==> config.mk <==
export PLATFORM = sky130hd
export DESIGN_NAME = mic_ram_packer_flat
export DESIGN_NICKNAME = d
export VERILOG_FILES = /design/src/rtl/mic_packer_pkg.sv /design/src/rtl/mic_ram_packer_if.sv /design/src/rtl/mic_ram_packer.sv /design/src/flat_wrapper.sv
export SDC_FILE = /design/constraint.sdc
export NUM_CORES = 1
export LEC_CHECK = 0
export ABC_AREA = 1
export CAP_MARGIN = 20
export CORE_MARGIN = 3
export CORE_UTILIZATION = 45
export CTS_BUF_LIST = sky130_fd_sc_hd__clkbuf_16
export CTS_CLUSTER_DIAMETER = 120
export DETAILED_ROUTE_END_ITERATION = 10
export MAX_ROUTING_LAYER = met4
export PLACE_DENSITY = 0.75
export SLEW_MARGIN = 10
export SYNTH_ARGS = -nofsm -noshare
export SYNTH_HDL_FRONTEND = slang
export SYNTH_SLANG_ARGS = --single-unit
==> constraint.sdc <==
create_clock -name clk_clk -period 1.2 [get_ports clk_clk]
set_input_delay 0.24 -clock clk_clk [delete_from_list [all_inputs] [get_ports clk_clk]]
set_output_delay 0.24 -clock clk_clk [all_outputs]
set_load 0.01 [all_outputs]
==> src/rtl/mic_packer_pkg.sv <==
// rtl/mic_packer_pkg.sv - shared types and constants for the microphone RAM packer
// Contents:
//   SAMPLE_W     sample width; two samples fill one 32-bit RAM word
//   BYTE_EN_ALL  byteenable value used for every RAM write
//   state_t      packer FSM states {FILL, STALL}
//   half_words() number of words in one ping-pong half for a given address width
package mic_packer_pkg;

  localparam int SAMPLE_W = 16;
  localparam logic [3:0] BYTE_EN_ALL = 4'hF;

  typedef enum logic {
    FILL  = 1'b0,
    STALL = 1'b1
  } state_t;

  function automatic int half_words(input int addr_w);
    return 1 << (addr_w - 1);
  endfunction

endpackage

==> src/rtl/mic_ram_packer_if.sv <==
// rtl/mic_ram_packer_if.sv - sample stream and RAM second-port bus bundle
// Signals:
//   s_valid, s_data      incoming microphone samples (no backpressure)
//   ram_address          RAM word address
//   ram_chipselect       write strobe qualifier
//   ram_write            write strobe
//   ram_clken            RAM clock enable
//   ram_byteenable       byte enables
//   ram_writedata        {second sample, first sample}
// Modports:
//   master  the packer: consumes samples, drives the RAM port
//   slave   the environment: produces samples, observes the RAM port
interface mic_ram_packer_if #(
  parameter int ADDR_W = 9
);
  import mic_packer_pkg::*;

  logic                s_valid;
  logic [SAMPLE_W-1:0] s_data;
  logic [ADDR_W-1:0]   ram_address;
  logic                ram_chipselect;
  logic                ram_write;
  logic                ram_clken;
  logic [3:0]          ram_byteenable;
  logic [31:0]         ram_writedata;

  modport master (
    input  s_valid, s_data,
    output ram_address, ram_chipselect, ram_write, ram_clken,
           ram_byteenable, ram_writedata
  );

  modport slave (
    output s_valid, s_data,
    input  ram_address, ram_chipselect, ram_write, ram_clken,
           ram_byteenable, ram_writedata
  );

endinterface

==> src/rtl/mic_ram_packer.sv <==
// rtl/mic_ram_packer.sv - packs 16-bit samples into 32-bit words in a ping-pong RAM buffer
// Ports:
//   clk_clk        system clock (Nios clock domain)
//   reset_reset_n  asynchronous active-low reset
//   bus            mic_ram_packer_if.master: sample stream in, RAM second port out
//   irq_ack        one-cycle pulse releasing the half currently reported
//   irq_out        level interrupt, high while a completed half awaits the CPU
//   ready_half     the half the CPU should read while irq_out is high
//   drop_count     saturating count of samples dropped while both halves are full
module mic_ram_packer
  import mic_packer_pkg::*;
#(
  parameter int ADDR_W = 9
) (
  input  logic                clk_clk,
  input  logic                reset_reset_n,
  mic_ram_packer_if.master    bus,
  input  logic                irq_ack,
  output logic                irq_out,
  output logic                ready_half,
  output logic [15:0]         drop_count
);

  localparam int IDX_W = ADDR_W - 1;
  localparam logic [IDX_W-1:0] LAST_IDX = IDX_W'(half_words(ADDR_W) - 1);

  state_t              state, state_next;
  logic                fill_half;
  logic [IDX_W-1:0]    word_idx;
  logic                phase;
  logic [SAMPLE_W-1:0] low_reg;
  logic                irq_pending;
  logic                irq_set_d;
  logic                wr_q;
  logic [ADDR_W-1:0]   addr_q;
  logic [31:0]         data_q;

  logic take_low, pair_wr, half_done, irq_set, irq_clr, stall_exit, drop;

  always_ff @(posedge clk_clk or negedge reset_reset_n) begin
    if (!reset_reset_n) state <= FILL;
    else                state <= state_next;
  end

  always_comb begin
    state_next = state;
    take_low   = 1'b0;
    pair_wr    = 1'b0;
    half_done  = 1'b0;
    irq_set    = 1'b0;
    irq_clr    = 1'b0;
    stall_exit = 1'b0;
    drop       = 1'b0;
    case (state)
      FILL: begin
        take_low  = bus.s_valid && !phase;
        pair_wr   = bus.s_valid && phase;
        half_done = pair_wr && (word_idx == LAST_IDX);
        if (half_done) begin
          // An ack landing with the completion frees the reported half just in time.
          if (!irq_pending || irq_ack) irq_set = 1'b1;
          else                         state_next = STALL;
        end else if (irq_ack && irq_pending) begin
          irq_clr = 1'b1;
        end
      end
      STALL: begin
        drop = bus.s_valid;
        if (irq_ack) begin
          stall_exit = 1'b1;
          state_next = FILL;
        end
      end
      default: state_next = FILL;
    endcase
  end

  always_ff @(posedge clk_clk or negedge reset_reset_n) begin
    if (!reset_reset_n) begin
      fill_half   <= 1'b0;
      word_idx    <= '0;
      phase       <= 1'b0;
      low_reg     <= '0;
      irq_pending <= 1'b0;
      irq_set_d   <= 1'b0;
      irq_out     <= 1'b0;
      ready_half  <= 1'b0;
      drop_count  <= '0;
      wr_q        <= 1'b0;
      addr_q      <= '0;
      data_q      <= '0;
    end else begin
      wr_q      <= pair_wr;
      irq_set_d <= irq_set;
      if (take_low) begin
        low_reg <= bus.s_data;
        phase   <= 1'b1;
      end
      if (pair_wr) begin
        addr_q   <= {fill_half, word_idx};
        data_q   <= {bus.s_data, low_reg};
        phase    <= 1'b0;
        // Wraps to 0 on the last word of a half, both on flip and on stall.
        word_idx <= word_idx + 1'b1;
      end
      if (irq_set) begin
        irq_pending <= 1'b1;
        ready_half  <= fill_half;
        fill_half   <= ~fill_half;
      end
      if (irq_clr) irq_pending <= 1'b0;
      if (stall_exit) begin
        ready_half <= fill_half;
        fill_half  <= ~fill_half;
        phase      <= 1'b0;
      end
      if (drop && drop_count != 16'hFFFF) drop_count <= drop_count + 16'd1;
      // Rise is delayed one cycle so the final word is in RAM first; fall is immediate.
      if (irq_clr)        irq_out <= 1'b0;
      else if (irq_set_d) irq_out <= 1'b1;
    end
  end

  assign bus.ram_address    = addr_q;
  assign bus.ram_chipselect = wr_q;
  assign bus.ram_write      = wr_q;
  assign bus.ram_clken      = 1'b1;
  assign bus.ram_byteenable = BYTE_EN_ALL;
  assign bus.ram_writedata  = data_q;

endmodule

==> src/flat_wrapper.sv <==
// flat-port wrapper written by rule: the top's interface ports become plain ports
module mic_ram_packer_flat import mic_packer_pkg::*;
#(
  parameter int ADDR_W = 9
)
  (clk_clk, reset_reset_n, irq_ack, irq_out, ready_half, drop_count, bus_s_valid, bus_s_data, bus_ram_address, bus_ram_chipselect, bus_ram_write, bus_ram_clken, bus_ram_byteenable, bus_ram_writedata);
  mic_ram_packer_if #(.ADDR_W(ADDR_W)) bus_i ();
  input  logic clk_clk;
  input  logic reset_reset_n;
  input  logic irq_ack;
  output logic irq_out;
  output logic ready_half;
  output logic [15:0] drop_count;
  input wire logic [$bits(bus_i.s_valid)-1:0] bus_s_valid;
  input wire logic [$bits(bus_i.s_data)-1:0] bus_s_data;
  output wire logic [$bits(bus_i.ram_address)-1:0] bus_ram_address;
  output wire logic [$bits(bus_i.ram_chipselect)-1:0] bus_ram_chipselect;
  output wire logic [$bits(bus_i.ram_write)-1:0] bus_ram_write;
  output wire logic [$bits(bus_i.ram_clken)-1:0] bus_ram_clken;
  output wire logic [$bits(bus_i.ram_byteenable)-1:0] bus_ram_byteenable;
  output wire logic [$bits(bus_i.ram_writedata)-1:0] bus_ram_writedata;
  assign bus_i.s_valid = bus_s_valid;
  assign bus_i.s_data = bus_s_data;
  assign bus_ram_address = bus_i.ram_address;
  assign bus_ram_chipselect = bus_i.ram_chipselect;
  assign bus_ram_write = bus_i.ram_write;
  assign bus_ram_clken = bus_i.ram_clken;
  assign bus_ram_byteenable = bus_i.ram_byteenable;
  assign bus_ram_writedata = bus_i.ram_writedata;
  mic_ram_packer #(.ADDR_W(ADDR_W)) u_core (.clk_clk(clk_clk), .reset_reset_n(reset_reset_n), .bus(bus_i), .irq_ack(irq_ack), .irq_out(irq_out), .ready_half(ready_half), .drop_count(drop_count));
endmodule
* After elaboration in Yosys (flattened, before gate mapping) *
Index checks and enable logic that the tools add are counted.

storage, ports and cells
  word-level logic and storage cells = 57
  bits in latches = 0
  flip-flop bits (word level) = 89
  bits of input ports = 20
  ROM bits = 0
  memories = 0
  output and inout bits = 66
  bits in writable memories = 0

cells by class
  mux-type cells = 26
  eq/ne operators = 2
  reduce and logical (&&, ||, !) cells = 12
  multiply operators = 0
  bitwise logic cells = 2
  shift-type cells = 0
  add/sub/neg operators = 2
  div/mod/pow operators = 0
  $lt $le $gt $ge = 0

operators by type and width
  cell                                                              number
  1-bit two-way mux                                                 25
  16-bit by 1-bit adder with 16-bit output (second input constant)  1
  16-bit inequality test (second input constant)                    1
  8-bit by 1-bit adder with 8-bit output (second input constant)    1
  8-bit equality test (second input constant)                       1
  2-bit nonzero test                                                3
  1-bit logical AND                                                 5
  3-bit nonzero test                                                1
  1-bit zero test                                                   2
  1-bit NOT                                                         2
  1-bit one-hot mux with 2 select lines                             1
  1-bit logical OR                                                  1

* Depth between registers and ports, before layout *
  depth after elaboration = 7
  gate-level depth with buffers = 9
  gate-level depth less buffers = 8

* Least setup slack after synthesis *
No wires, ideal clock.

  path type = register to register
  from = reg u_core.drop_count[1]
  to = reg u_core.drop_count[10]
  cell stages (with the launch flop) = 10
  slack = -229 ps
  arrival time = 1312 ps
  data required time = 1084 ps
  path buffers = 1
  cell sequence = dfrtp_1 ha_1 nand3_4 inv_2 nand2_2 nor2_2 nor2_2 buf_6 nand2_1 nand2_1

between the ends
  word-level cells in the longest chain between the ends = 2
  elaborated cells on any way between the ends = 3
  those cells by class = 1 x add/sub; 1 x eq/ne; 1 x reduce/logical

ends and longest elaborated chain
  element                                                                                           RTL line               source
  from (decl)                                                                                       mic_ram_packer.sv:21   output logic [15:0] drop_count
  from (signal assigned)                                                                            mic_ram_packer.sv:117  if (drop && drop_count != 16'hFFFF) drop_count <= drop_count + 16'd1;
  parallel branches: the longest is 2 deep, another holds 16-bit by 1-bit adder with 16-bit output  -

Parallel ways; which one is timed is not known.
A chain may end at the register's enable or synchronous reset.

* Worst setup path after layout *
  from = reg u_core.drop_count[9]
  to = reg u_core.drop_count[11]

The elaborated chain is that of the path after synthesis.

==> impl_metrics.xml <==
<?xml version="1.0" encoding="UTF-8"?>
<metrics>
  <group name="placement">
    <metric name="placed_area" unit="µm²">5170</metric>
    <metric name="global_placement_routability_congestion" unit="">0.876</metric>
    <metric name="dp_wirelength" unit="µm">6520</metric>
    <metric name="place.port_buffers" unit="">80</metric>
  </group>
  <group name="power">
    <metric name="static-leakage-power" unit="nW">3.28</metric>
    <metric name="vdd.ir_drop.worst" unit="V">0.00112</metric>
    <metric name="pwr_density_cell" unit="nW/µm²">1590</metric>
  </group>
  <group name="global_routing">
    <metric name="grt_first_pass_wirelength" unit="µm">17500</metric>
    <metric name="first_global_vias" unit="">3661</metric>
    <metric name="antenna_violations_before_repair" unit="">0</metric>
    <metric name="global_route.overflow_total" unit="">0</metric>
    <metric name="maximum_number_of_pins_on_one_net_before_global_route_repair" unit="">39</metric>
    <metric name="gr-usage-all-layers" unit="%">22.8</metric>
  </group>
  <group name="hold_path">
    <metric name="timing.hold.worst.class" unit="">input pin to asynchronous set/reset pin</metric>
  </group>
  <group name="sta">
    <metric name="setup_total_negative_slack" unit="ns">-9.79</metric>
    <metric name="timing.final.crit_share" unit="%">120</metric>
    <metric name="pins_over_slew_limit" unit="">0</metric>
    <metric name="timing_hold_violations_final" unit="">0</metric>
    <metric name="finalWorstSetupSlack" unit="ns">-0.242</metric>
    <metric name="setup_violations" unit="">89</metric>
    <metric name="max_clock_freq" unit="MHz">694</metric>
    <metric name="grt_setup_unrepaired" unit="">true</metric>
    <metric name="post_layout_minimum_cycle_time" unit="ns">1.44</metric>
    <metric name="finalClockSkew" unit="ns">0.00506</metric>
  </group>
  <group name="final_layout">
    <metric name="area.growth.synth_to_final" unit="%">60.2</metric>
    <metric name="design.final.nets" unit="">652</metric>
    <metric name="num_antenna_cells" unit="">0</metric>
    <metric name="final_cell_area" unit="µm²">6320</metric>
    <metric name="post_route_cells_drive_above_1_share" unit="%">47.1</metric>
    <metric name="largest_register_ffs" unit="">32</metric>
  </group>
  <group name="clock_tree">
    <metric name="cts.htree.levels" unit="">3</metric>
    <metric name="cts_sinks" unit="">89</metric>
    <metric name="tritoncts" unit="">built</metric>
    <metric name="cts-root-to-sink-buffers" unit="">2</metric>
    <metric name="clock-root-buffer" unit="">sky130_fd_sc_hd__clkbuf_16</metric>
    <metric name="clk_transition_reported_paths" unit="ns">0.07</metric>
    <metric name="number_of_buffers_created_by_cts" unit="">9</metric>
    <metric name="worst_skew_pair_latency" unit="ns">0.34</metric>
  </group>
  <group name="drt">
    <metric name="antenna_viol_nets_final" unit="">0</metric>
    <metric name="drt-vias-per-instance" unit="">5.26</metric>
    <metric name="vias" unit="">3894</metric>
    <metric name="drt_iter0_markers" unit="">284</metric>
    <metric name="drt_drc_violations_left" unit="">0</metric>
    <metric name="routed_wl" unit="µm">13200</metric>
    <metric name="wl_per_cell" unit="µm">17.9</metric>
    <metric name="dr.pass1.iters" unit="">4</metric>
  </group>
  <group name="floorplanning">
    <metric name="chipHeight" unit="µm">99.7</metric>
    <metric name="die_area" unit="µm²">9930</metric>
    <metric name="ios" unit="">86</metric>
    <metric name="core" unit="µm²">8380</metric>
    <metric name="dieWidth" unit="µm">99.7</metric>
    <metric name="floorplan.initialDensity" unit="%">47.1</metric>
    <metric name="row_count" unit="">33</metric>
  </group>
  <group name="synthesis">
    <metric name="synthSimpleGateAreaFrac" unit="%">26.0</metric>
    <metric name="synthAdderAreaFrac" unit="%">0.634</metric>
    <metric name="netlist_top_cells_count" unit="">sky130_fd_sc_hd__nand2_1, sky130_fd_sc_hd__dfrtp_1, sky130_fd_sc_hd__inv_1, sky130_fd_sc_hd__o21ai_0, sky130_fd_sc_hd__o21ai_1</metric>
    <metric name="synth-compound-area-share" unit="%">6.47</metric>
    <metric name="synth_largest_type_area_fraction" unit="%">56.4</metric>
    <metric name="synth_enable_flop_cells" unit="">0</metric>
    <metric name="mux_share_of_post_synthesis_cell_area" unit="%">0</metric>
    <metric name="synth_largest_area_cell" unit="">sky130_fd_sc_hd__dfrtp_1</metric>
    <metric name="avgSynthCellArea" unit="µm²">8.53</metric>
    <metric name="synth.top_cells.by_area" unit="">sky130_fd_sc_hd__dfrtp_1, sky130_fd_sc_hd__nand2_1, sky130_fd_sc_hd__inv_1</metric>
    <metric name="main_combinational_cell_family_by_area_after_synthesis" unit="">simple AND/OR/NAND/NOR gates</metric>
    <metric name="ys.warnings.count" unit="">0</metric>
    <metric name="yosys_register_bits" unit="">89</metric>
    <metric name="ys_types" unit="">29</metric>
    <metric name="portion_of_the_post_synthesis_area_used_by_sequential_elements" unit="%">56.4</metric>
    <metric name="synth_async_sr_flop_share" unit="%">100</metric>
    <metric name="yosys.cell_count.top_type" unit="">sky130_fd_sc_hd__nand2_1</metric>
    <metric name="synthesis.area" unit="µm²">3950</metric>
    <metric name="synthCells" unit="">463</metric>
    <metric name="yosys.area_share.xor_xnor" unit="%">2.44</metric>
    <metric name="postSynth.topFlopCell" unit="">sky130_fd_sc_hd__dfrtp_1</metric>
  </group>
  <group name="run_status">
    <metric name="outcome" unit="">finished, violations left</metric>
    <metric name="violations" unit="">setup timing</metric>
  </group>
  <group name="critical_path">
    <metric name="critical_path_required" unit="ns">1.44</metric>
    <metric name="timing.critical_path.from_type" unit="">register</metric>
    <metric name="timing_worst_setup_path_type" unit="">register to register</metric>
    <metric name="worst_path_arrival_time" unit="ns">1.68</metric>
    <metric name="timing.critical_path.to_type" unit="">register</metric>
    <metric name="crit-reg2reg-launch" unit="">u_core.drop_count[9]</metric>
    <metric name="worstPathMaxFanout" unit="">12</metric>
    <metric name="critical_path.startpoint" unit="">u_core.drop_count[9]</metric>
  </group>
  <group name="flow_run">
    <metric name="max-cap-violations" unit="">0</metric>
  </group>
</metrics>
-- final cells by class --
| class | count | area [µm²] |
|---|---|---|
| clock buffers | 9 | 225 |
| inverters | 46 | 181 |
| clock inverters | 7 | 70.1 |
| well taps | 105 | 131 |
| repair inverters | 1 | 6.26 |
| repair buffers | 171 | 1520 |
| fillers | 534 | 2060 |
| flip-flops and latches | 89 | 2230 |
| multi-input cells | 312 | 1960 |
-- cells in the final DEF (no fill, tap or decap), types with 4 or more instances in the layout --
master / synthesis / final
sky130_fd_sc_hd__buf_12: 0 / 7
sky130_fd_sc_hd__buf_2: 3 / 43
sky130_fd_sc_hd__buf_4: 7 / 58
sky130_fd_sc_hd__buf_6: 4 / 21
sky130_fd_sc_hd__clkbuf_16: 0 / 17
sky130_fd_sc_hd__clkbuf_2: 1 / 13
sky130_fd_sc_hd__clkdlybuf4s50_1: 0 / 17
sky130_fd_sc_hd__conb_1: 1 / 5
sky130_fd_sc_hd__dfrtp_1: 89 / 83
sky130_fd_sc_hd__dfrtp_2: 0 / 6
sky130_fd_sc_hd__inv_1: 43 / 38
sky130_fd_sc_hd__inv_2: 3 / 6
sky130_fd_sc_hd__nand2_1: 185 / 128
sky130_fd_sc_hd__nand2_2: 2 / 31
sky130_fd_sc_hd__nand2_4: 2 / 30
sky130_fd_sc_hd__nand3_1: 17 / 14
sky130_fd_sc_hd__nand4_1: 9 / 9
sky130_fd_sc_hd__nor2_1: 18 / 8
sky130_fd_sc_hd__nor2_2: 6 / 8
sky130_fd_sc_hd__nor2_4: 1 / 9
sky130_fd_sc_hd__o21ai_0: 25 / 4
sky130_fd_sc_hd__o21ai_1: 19 / 16
sky130_fd_sc_hd__o21ai_2: 2 / 26
sky130_fd_sc_hd__xnor2_1: 6 / 5
sky130_fd_sc_hd__xor2_1: 5 / 4
-- power by group --
group          switching (mW)  leakage [nW]  internal (mW)
Sequential              0.567          1.13           3.67
Clock                    1.25         0.137           1.61
Combinational            1.58          2.01           1.37
Total                    3.40          3.28           6.66
-- through the flow --
stage	utilization, %	setup slack (ns)	std cells	total power, mW	hold WS, ns
2_1_floorplan	-	-0.0716	467	5.16	-0.0556
3_3_place_gp	61.7	-0.362	672	6.49	0.132
3_5_place_dp	61.7	-0.414	672	6.59	0.141
4_1_cts	67.8	-0.136	710	9.29	0.326
5_1_grt	75.5	-0.283	740	10.5	0.335
6_report	75.5	-0.242	740	10.1	0.316
-- kinds of logic (layout without fill, tap and decap cells) --
| logic type | after synthesis | in the layout |
|---|---|---|
| xor gates and xnor gates | 11 | 11 |
| buffers and inverters | 67 | 234 |
| AOI/OAI and AO/OA | 49 | 49 |
| DFF | 89 | 89 |
| adders and majority gates | 2 | 2 |
| other | 1 | 5 |
| and+or+nand+nor | 244 | 245 |
-- worst max-delay path, cell delays in order (launching register included) --
cell and delay, ns:
sky130_fd_sc_hd__dfrtp_1 0.46, sky130_fd_sc_hd__nand2_1 0.14, sky130_fd_sc_hd__nor2_2 0.15, sky130_fd_sc_hd__nand2_2 0.10
sky130_fd_sc_hd__nor2_2 0.14, sky130_fd_sc_hd__nor2_2 0.06, sky130_fd_sc_hd__buf_12 0.14, sky130_fd_sc_hd__nand2_1 0.08
sky130_fd_sc_hd__nand2_1 0.06
-- worst paths after layout --
path,slack [ns],to,depth (start not counted)
min,0.32,u_core.drop_count[1],2
max in group asynchronous,0.40,u_core.bus.ram_writedata[25],3
max reg2reg,-0.24,u_core.drop_count[11],8
max,-0.24,u_core.drop_count[11],8
min reg2reg,0.48,u_core.bus.ram_writedata[13],2
min in group clk_clk,0.46,u_core.bus.ram_writedata[28],3
-- timing repair --
item                                   in CTS  in global routing
setup buffers                              21                 19
cloned                                      2                 12
gates resized for setup                   251                166
endpoints found under the hold margin      16                  0
hold buffers                                1                  0
setup endpoints to repair                  99                 92
pin swaps                                  10                 18
-- layer usage --
| layer | share of wire (%) | wire (µm) | global-route usage [%] | up-vias |
|---|---|---|---|---|
| met2 | 52 | 6920 | 37.2 | 152 |
| met4 | 3.4 | 448 | 8.19 | 0 |
| met3 | 6.1 | 801 | 4.49 | 38 |
| met1 | 38 | 5050 | 28.4 | 1931 |
| li1 | - | - | - | 1773 |
| met5 | 0 | 0 | - | - |
Note: power is estimated with default switching activity, not from simulation.
